===== src/rtl/uart_prog_loader_if.sv =====
// Programming bus from the UART boot loader to the CPU top level,
// plus the loader's status levels.
interface uart_prog_loader_if #(
    parameter int ADR_W = 15
);
    logic             upg_wen_o;
    logic [ADR_W-1:0] upg_adr_o;
    logic [31:0]      upg_dat_o;
    logic             upg_done_o;
    logic             upg_err_o;
    logic             busy_o;

    modport master (
        output upg_wen_o,
        output upg_adr_o,
        output upg_dat_o,
        output upg_done_o,
        output upg_err_o,
        output busy_o
    );

    modport slave (
        input upg_wen_o,
        input upg_adr_o,
        input upg_dat_o,
        input upg_done_o,
        input upg_err_o,
        input busy_o
    );
endinterface


===== src/rtl/uart_prog_loader.sv =====
// UART boot loader: receives framed command/length/data blocks, writes
// little-endian words to imem/dmem and answers each block with a checksum.
module uart_prog_loader #(
    parameter int CLKS_PER_BIT = 87,
    parameter int ADR_W        = 15
) (
    input  logic               clk,
    input  logic               rst,
    input  logic               start_pg,
    input  logic               rx,
    output logic               tx,
    uart_prog_loader_if.master upg
);

    localparam int               CNT_W   = (CLKS_PER_BIT > 1) ? $clog2(CLKS_PER_BIT) : 1;
    localparam logic [CNT_W-1:0] FULL_M1 = CNT_W'(CLKS_PER_BIT - 1);
    localparam logic [CNT_W-1:0] HALF_M1 = CNT_W'(CLKS_PER_BIT / 2 - 1);
    localparam int               IDX_W   = ADR_W - 1;

    typedef enum logic [1:0] {R_IDLE, R_START, R_DATA, R_STOP} rx_state_t;
    typedef enum logic [2:0] {
        S_IDLE, S_CMD, S_LEN0, S_LEN1, S_DATA, S_ACK, S_DONE, S_ERR
    } state_t;

    // receiver
    logic             rx_meta_q, rx_sync_q, rx_prev_q;
    rx_state_t        rx_state_q, rx_state_d;
    logic [CNT_W-1:0] rx_cnt_q, rx_cnt_d;
    logic [2:0]       rx_bit_q, rx_bit_d;
    logic [7:0]       rx_shift_q, rx_shift_d;
    logic             byte_valid, stop_err;

    // holding buffer
    logic       buf_full_q, buf_full_d;
    logic [7:0] buf_q, buf_d;
    logic       consume, overrun, frame_err;

    // transmitter
    logic             tx_q, tx_d;
    logic             tx_busy_q, tx_busy_d;
    logic [CNT_W-1:0] tx_cnt_q, tx_cnt_d;
    logic [3:0]       tx_bit_q, tx_bit_d;
    logic [9:0]       tx_shift_q, tx_shift_d;
    logic             tx_start, tx_done;

    // main FSM and datapath
    state_t           state_q, state_d;
    logic             sel_q, sel_d;
    logic [15:0]      count_q, count_d;
    logic [15:0]      len_full;
    logic [31:0]      word_q, word_d;
    logic [IDX_W-1:0] word_idx_q, word_idx_d;
    logic [1:0]       byte_idx_q, byte_idx_d;
    logic [7:0]       csum_q, csum_d;
    logic             ack_go_q, ack_go_d;
    logic             wen_q, wen_d;
    logic [ADR_W-1:0] adr_q, adr_d;
    logic [31:0]      dat_q, dat_d;
    logic             done_q, done_d;
    logic             err_q, err_d;

    // Receiver samples each bit near its centre, timed from the start edge.
    always_comb begin
        rx_state_d = rx_state_q;
        rx_cnt_d   = rx_cnt_q;
        rx_bit_d   = rx_bit_q;
        rx_shift_d = rx_shift_q;
        byte_valid = 1'b0;
        stop_err   = 1'b0;
        unique case (rx_state_q)
            R_IDLE: begin
                if (rx_prev_q && !rx_sync_q) begin
                    rx_state_d = R_START;
                    rx_cnt_d   = '0;
                end
            end
            R_START: begin
                if (rx_cnt_q == HALF_M1) begin
                    rx_cnt_d   = '0;
                    rx_bit_d   = '0;
                    rx_state_d = rx_sync_q ? R_IDLE : R_DATA;
                end else begin
                    rx_cnt_d = rx_cnt_q + 1'b1;
                end
            end
            R_DATA: begin
                if (rx_cnt_q == FULL_M1) begin
                    rx_cnt_d   = '0;
                    rx_shift_d = {rx_sync_q, rx_shift_q[7:1]};
                    rx_bit_d   = rx_bit_q + 1'b1;
                    if (rx_bit_q == 3'd7) begin
                        rx_state_d = R_STOP;
                    end
                end else begin
                    rx_cnt_d = rx_cnt_q + 1'b1;
                end
            end
            R_STOP: begin
                if (rx_cnt_q == FULL_M1) begin
                    rx_cnt_d   = '0;
                    rx_state_d = R_IDLE;
                    byte_valid = rx_sync_q;
                    stop_err   = !rx_sync_q;
                end else begin
                    rx_cnt_d = rx_cnt_q + 1'b1;
                end
            end
            default: rx_state_d = R_IDLE;
        endcase
    end

    // ACK holds its byte back so the reply goes out before the next command.
    assign consume   = buf_full_q && (state_q != S_ACK);
    assign overrun   = byte_valid && buf_full_q && !consume;
    assign frame_err = stop_err || overrun;

    always_comb begin
        buf_full_d = buf_full_q;
        buf_d      = buf_q;
        if (consume) begin
            buf_full_d = 1'b0;
        end
        if (byte_valid && !overrun) begin
            buf_full_d = 1'b1;
            buf_d      = rx_shift_q;
        end
    end

    assign tx_done = tx_busy_q && (tx_cnt_q == FULL_M1) && (tx_bit_q == 4'd9);

    always_comb begin
        tx_busy_d  = tx_busy_q;
        tx_cnt_d   = tx_cnt_q;
        tx_bit_d   = tx_bit_q;
        tx_shift_d = tx_shift_q;
        if (tx_busy_q) begin
            if (tx_cnt_q == FULL_M1) begin
                tx_cnt_d   = '0;
                tx_shift_d = {1'b1, tx_shift_q[9:1]};
                if (tx_bit_q == 4'd9) begin
                    tx_busy_d = 1'b0;
                end else begin
                    tx_bit_d = tx_bit_q + 1'b1;
                end
            end else begin
                tx_cnt_d = tx_cnt_q + 1'b1;
            end
        end else if (tx_start) begin
            tx_busy_d  = 1'b1;
            tx_cnt_d   = '0;
            tx_bit_d   = '0;
            tx_shift_d = {1'b1, csum_q, 1'b0};
        end
        tx_d = tx_busy_d ? tx_shift_d[0] : 1'b1;
    end

    // Main FSM consumes at most one buffered byte per cycle.
    always_comb begin
        state_d    = state_q;
        sel_d      = sel_q;
        count_d    = count_q;
        word_d     = word_q;
        word_idx_d = word_idx_q;
        byte_idx_d = byte_idx_q;
        csum_d     = csum_q;
        ack_go_d   = ack_go_q;
        wen_d      = 1'b0;
        adr_d      = adr_q;
        dat_d      = dat_q;
        tx_start   = 1'b0;
        len_full   = {buf_q, count_q[7:0]};
        unique case (state_q)
            S_IDLE: begin
                if (start_pg) begin
                    state_d = S_CMD;
                    csum_d  = '0;
                end
            end
            S_CMD: begin
                if (consume) begin
                    unique case (buf_q)
                        8'h49: begin sel_d = 1'b0; state_d = S_LEN0; end
                        8'h44: begin sel_d = 1'b1; state_d = S_LEN0; end
                        8'h45: state_d = S_DONE;
                        default: state_d = S_ERR;
                    endcase
                end
            end
            S_LEN0: begin
                if (consume) begin
                    count_d[7:0] = buf_q;
                    state_d      = S_LEN1;
                end
            end
            S_LEN1: begin
                if (consume) begin
                    count_d    = len_full;
                    word_idx_d = '0;
                    byte_idx_d = '0;
                    state_d    = (len_full == 16'd0) ? S_ACK : S_DATA;
                end
            end
            S_DATA: begin
                if (consume) begin
                    word_d     = {buf_q, word_q[31:8]};
                    csum_d     = csum_q + buf_q;
                    byte_idx_d = byte_idx_q + 1'b1;
                    if (byte_idx_q == 2'd3) begin
                        wen_d      = 1'b1;
                        adr_d      = {sel_q, word_idx_q};
                        dat_d      = word_d;
                        word_idx_d = word_idx_q + 1'b1;
                        count_d    = count_q - 16'd1;
                        if (count_q == 16'd1) begin
                            state_d = S_ACK;
                        end
                    end
                end
            end
            S_ACK: begin
                if (!ack_go_q) begin
                    if (!tx_busy_q) begin
                        tx_start = 1'b1;
                        ack_go_d = 1'b1;
                    end
                end else if (tx_done) begin
                    ack_go_d = 1'b0;
                    csum_d   = '0;
                    state_d  = S_CMD;
                end
            end
            S_DONE: begin
                if (start_pg) begin
                    state_d = S_CMD;
                end
            end
            S_ERR: begin
                if (start_pg) begin
                    state_d = S_CMD;
                    csum_d  = '0;
                end
            end
            default: state_d = S_IDLE;
        endcase

        // An error wins over a word completing in the same cycle.
        if (frame_err && (state_q inside {S_CMD, S_LEN0, S_LEN1, S_DATA, S_ACK})) begin
            state_d  = S_ERR;
            wen_d    = 1'b0;
            adr_d    = adr_q;
            dat_d    = dat_q;
            ack_go_d = 1'b0;
        end

        done_d = (state_d == S_DONE);
        err_d  = (state_d == S_ERR);
    end

    always_ff @(posedge clk or negedge rst) begin
        if (!rst) begin
            rx_meta_q  <= 1'b1;
            rx_sync_q  <= 1'b1;
            rx_prev_q  <= 1'b1;
            rx_state_q <= R_IDLE;
            rx_cnt_q   <= '0;
            rx_bit_q   <= '0;
            rx_shift_q <= '0;
            buf_full_q <= 1'b0;
            buf_q      <= '0;
            tx_q       <= 1'b1;
            tx_busy_q  <= 1'b0;
            tx_cnt_q   <= '0;
            tx_bit_q   <= '0;
            tx_shift_q <= '1;
            state_q    <= S_IDLE;
            sel_q      <= 1'b0;
            count_q    <= '0;
            word_q     <= '0;
            word_idx_q <= '0;
            byte_idx_q <= '0;
            csum_q     <= '0;
            ack_go_q   <= 1'b0;
            wen_q      <= 1'b0;
            adr_q      <= '0;
            dat_q      <= '0;
            done_q     <= 1'b0;
            err_q      <= 1'b0;
        end else begin
            rx_meta_q  <= rx;
            rx_sync_q  <= rx_meta_q;
            rx_prev_q  <= rx_sync_q;
            rx_state_q <= rx_state_d;
            rx_cnt_q   <= rx_cnt_d;
            rx_bit_q   <= rx_bit_d;
            rx_shift_q <= rx_shift_d;
            buf_full_q <= buf_full_d;
            buf_q      <= buf_d;
            tx_q       <= tx_d;
            tx_busy_q  <= tx_busy_d;
            tx_cnt_q   <= tx_cnt_d;
            tx_bit_q   <= tx_bit_d;
            tx_shift_q <= tx_shift_d;
            state_q    <= state_d;
            sel_q      <= sel_d;
            count_q    <= count_d;
            word_q     <= word_d;
            word_idx_q <= word_idx_d;
            byte_idx_q <= byte_idx_d;
            csum_q     <= csum_d;
            ack_go_q   <= ack_go_d;
            wen_q      <= wen_d;
            adr_q      <= adr_d;
            dat_q      <= dat_d;
            done_q     <= done_d;
            err_q      <= err_d;
        end
    end

    assign tx             = tx_q;
    assign upg.upg_wen_o  = wen_q;
    assign upg.upg_adr_o  = adr_q;
    assign upg.upg_dat_o  = dat_q;
    assign upg.upg_done_o = done_q;
    assign upg.upg_err_o  = err_q;
    assign upg.busy_o     = !(state_q inside {S_IDLE, S_DONE, S_ERR});

endmodule


===== src/flat_wrapper.sv =====
// flat-port wrapper written by rule: the top's interface ports become plain ports
module uart_prog_loader_flat 
#(
    parameter int CLKS_PER_BIT = 87,
    parameter int ADR_W        = 15
)
  (clk, rst, start_pg, rx, tx, upg_upg_wen_o, upg_upg_adr_o, upg_upg_dat_o, upg_upg_done_o, upg_upg_err_o, upg_busy_o);
  uart_prog_loader_if #(.ADR_W(ADR_W)) upg_i ();
  input  logic clk;
  input  logic rst;
  input  logic start_pg;
  input  logic rx;
  output logic tx;
  output wire logic [$bits(upg_i.upg_wen_o)-1:0] upg_upg_wen_o;
  output wire logic [$bits(upg_i.upg_adr_o)-1:0] upg_upg_adr_o;
  output wire logic [$bits(upg_i.upg_dat_o)-1:0] upg_upg_dat_o;
  output wire logic [$bits(upg_i.upg_done_o)-1:0] upg_upg_done_o;
  output wire logic [$bits(upg_i.upg_err_o)-1:0] upg_upg_err_o;
  output wire logic [$bits(upg_i.busy_o)-1:0] upg_busy_o;
  assign upg_upg_wen_o = upg_i.upg_wen_o;
  assign upg_upg_adr_o = upg_i.upg_adr_o;
  assign upg_upg_dat_o = upg_i.upg_dat_o;
  assign upg_upg_done_o = upg_i.upg_done_o;
  assign upg_upg_err_o = upg_i.upg_err_o;
  assign upg_busy_o = upg_i.busy_o;
  uart_prog_loader #(.CLKS_PER_BIT(CLKS_PER_BIT), .ADR_W(ADR_W)) u_core (.clk(clk), .rst(rst), .start_pg(start_pg), .rx(rx), .tx(tx), .upg(upg_i));
endmodule

===== config.mk =====
export PLATFORM = sky130hd
export DESIGN_NAME = uart_prog_loader_flat
export DESIGN_NICKNAME = d
export VERILOG_FILES = /design/src/rtl/uart_prog_loader_if.sv /design/src/rtl/uart_prog_loader.sv /design/src/flat_wrapper.sv
export SDC_FILE = /design/constraint.sdc
export NUM_CORES = 1
export LEC_CHECK = 0
export CORE_MARGIN = 2
export CORE_UTILIZATION = 44
export DETAILED_ROUTE_END_ITERATION = 16
export PLACE_DENSITY = 0.65
export SLEW_MARGIN = 20
export SYNTH_ARGS = -nofsm -noshare
export SYNTH_HDL_FRONTEND = slang
export SYNTH_SLANG_ARGS = --single-unit

===== constraint.sdc =====
create_clock -name clk -period 4.8 [get_ports clk]
set_input_delay 0.96 -clock clk [delete_from_list [all_inputs] [get_ports clk]]
set_output_delay 0.96 -clock clk [all_outputs]
set_load 0.1 [all_outputs]

==> metrics <==
status finished clean; worst path arrival time 2.50 ns; Hold Path Class flip-flop to flip-flop; endpoints failing hold 0; cts repair resizes 0; number of synthesized flops with an enable pin 0; global-route wire length before repair 30.3 mm; syn avg cell area 10.7 um2; Setup violations, final 0; Worst setup SP type flip-flop; area leader, netlist dfrtp_1; Slew Viols, Final 0; Final Critical Period 3.46 ns; worst hold margin 0.356 ns; Congestion Overflow GR 0; count leader, synth dfrtp_1; ys async rst share 1.00; CP Capture Type output port; Via density 5.58; Core Rows 49; TritonRoute pass-1 iters 4; CTS buffer count 17; WS Path Type flip-flop to output port; worst skew pair latency 0.43 ns; Unique masters post-synth 66; Area growth, synth to finish 16.7%; Gate Count Post-Synth 769; syn_nets 798; GPL Wtd Cong 0.901; commonest cells in the netlist dfrtp_1 (160), nand2_1 (123), o21ai_0 (52); port buffer count 55; Post CTS Setup Buffer Count 0; I/O pin total 56; Max Fclk 0.289 GHz; GRT Overall Usage 0.190; Initial Util 0.453; Layout Nets 845; Req. time, crit path 3.84 ns; Worst-Margin Slew 0.987 ns; period utilization 0.721; sequential area share after synthesis 0.532; Final ANT Viol Nets 0; CP Cell Sequence nor3_1 -> a21oi_1 -> clkdlybuf4s50_1; Placeable Area 18100 um2; synth top area cells dfrtp_1 (49%), mux2_2 (6.7%), nand2_1 (5.6%), dfstp_2 (4.5%), ha_1 (3.7%); RSZ-0062 raised after global routing no; share of post-route cells with drive strength above 1 0.158; initial antenna violation count 0; yosys warns 0; TNS Setup 0 ns; DRC 0; root buf cell clkbuf_16; antenna cell count 0; CTS tree done; die width 141 um; largest net degree at the start of global routing 113; slowest CP cell clkdlybuf4s50_1; worst rel slew slack 0.340; cts hold-fix bufs 0; detailed-route wire length 17.8 mm; Die Span Y 141 um; clock tree buffer depth 2; Clock Pin Slew Worst Setup and Hold Paths 0.07 ns; Die Area 19800 um2; Max IR drop VDD 231 uV; delay of the slowest critical-path stage 1.16 ns; DP HPWL 11.9 mm; clk sinks 174; ys flop type dfrtp_1; Final Skew 0.0130 ns; Power Density 335 nW/um2; Leak 4.62 nW; mapped cell area 8210 um2; final core utilization 0.528; Total Power 3.21 mW; via count 5904; FF+latch count, synth 174; top cell type's share of synthesized area 0.487; worst-path maximum fanout 18; vias in the first global route 5987; H-tree levels 4; 1st-iter DRT viols 413; Max-Cap Viols 0; fill count 1560; WL per Instance 16.9 um
registers in the layout (all words and copies together), names as in the netlist, 2 cells and up, named ones only:
| name | cells |
|---|---|
| u_core.buf_q | 8 |
| u_core.byte_idx_q | 2 |
| u_core.count_q | 16 |
| u_core.csum_q | 8 |
| u_core.rx_bit_q | 3 |
| u_core.rx_cnt_q | 7 |
| u_core.rx_shift_q | 8 |
| u_core.state_q | 3 |
| u_core.tx_bit_q | 4 |
| u_core.tx_cnt_q | 7 |
| u_core.tx_shift_q | 10 |
| u_core.upg.upg_adr_o | 15 |
| u_core.upg.upg_dat_o | 32 |
| u_core.word_idx_q | 14 |
| u_core.word_q | 24 |
power by group:
| group | internal [mW] | switching (mW) |
|---|---|---|
| Clock | 0.838 | 0.622 |
| Combinational | 0.0786 | 0.157 |
| Sequential | 1.49 | 0.0248 |
| Total | 2.41 | 0.804 |
through the flow:
step | instance area, um2 | cells | worst slack, ns
after floorplan | 8210 | 769 | 1.57
after global placement | 8960 | 1026 | 1.77
after detailed placement | 8960 | 1026 | 1.73
after CTS | 9580 | 1058 | 1.30
after global routing | 9590 | 1058 | 1.20
final | 9590 | 1058 | 1.34
kinds of logic after synthesis:
group                      count (synthesis)  synth area share
AOI/OAI and AO/OA                        150             0.116
muxes                                     68             0.101
DFF                                      174             0.532
adders and majority gates                 25            0.0390
xor gates and xnor gates                  20            0.0213
buffers and inverters                     55            0.0291
and+or+nand+nor                          277             0.161
routing by layer:
layer  track usage  routed length, um  vias to the layer above
met2         0.313               8830                      121
met3        0.0401                604                       14
met4        0.0584                170                        0
met5             0                  0                        -
met1         0.256               8250                     2964
li1              -                  -                     2805
final timing paths:
| kind | startpoint | to | slack, ns | cells past startpoint |
|---|---|---|---|---|
| max | u_core.state_q[0]$_DFF_PN0_ | upg_busy_o | 1.34 | 3 |
| min | u_core.rx_meta_q$_DFF_PN1_ | u_core.rx_sync_q$_DFF_PN1_ | 0.36 | 0 |
| min in group asynchronous | rst | u_core.tx_cnt_q[5]$_DFFE_PN0P_ | 0.64 | 1 |
| min reg2reg | u_core.rx_meta_q$_DFF_PN1_ | u_core.rx_sync_q$_DFF_PN1_ | 0.36 | 0 |
| max reg2reg | u_core.rx_cnt_q[0]$_DFFE_PN0N_ | u_core.upg.upg_dat_o[17]$_DFFE_PN0P_ | 1.74 | 8 |
| max in group asynchronous | rst | u_core.csum_q[7]$_DFFE_PN0P_ | 3.29 | 2 |
layout make-up:
class | instances | area, um2 | area share
clock buffer | 17 | 425 | 0.0444
clock inverter | 15 | 196 | 0.0205
inverter | 21 | 78.8 | 0.00822
multi-input combinational | 540 | 3610 | 0.377
sequential | 174 | 4370 | 0.456
tap | 229 | 287 | 0.0299
timing repair buffer | 62 | 619 | 0.0646
cells in the final DEF (no fill, tap or decap), drive strengths merged, types with 16 or more instances in the layout:
cell type / n
ha: 24
clkdlybuf4s50: 54
nor3: 18
dfrtp: 160
nand2: 123
mux2: 66
nor2: 45
a21oi: 32
inv: 29
clkbuf: 18
nand3: 16
o21ai: 52
worst max-delay path: cells and delay by family, from the launching register on:
| kind | cells | cell delay (ns) |
|---|---|---|
| compound gates | 1 | 0.16 |
| buf+inv | 1 | 1.16 |
| flops | 1 | 0.66 |
| simple gates | 1 | 0.10 |
No activity file was read; power rests on OpenSTA's default activity.
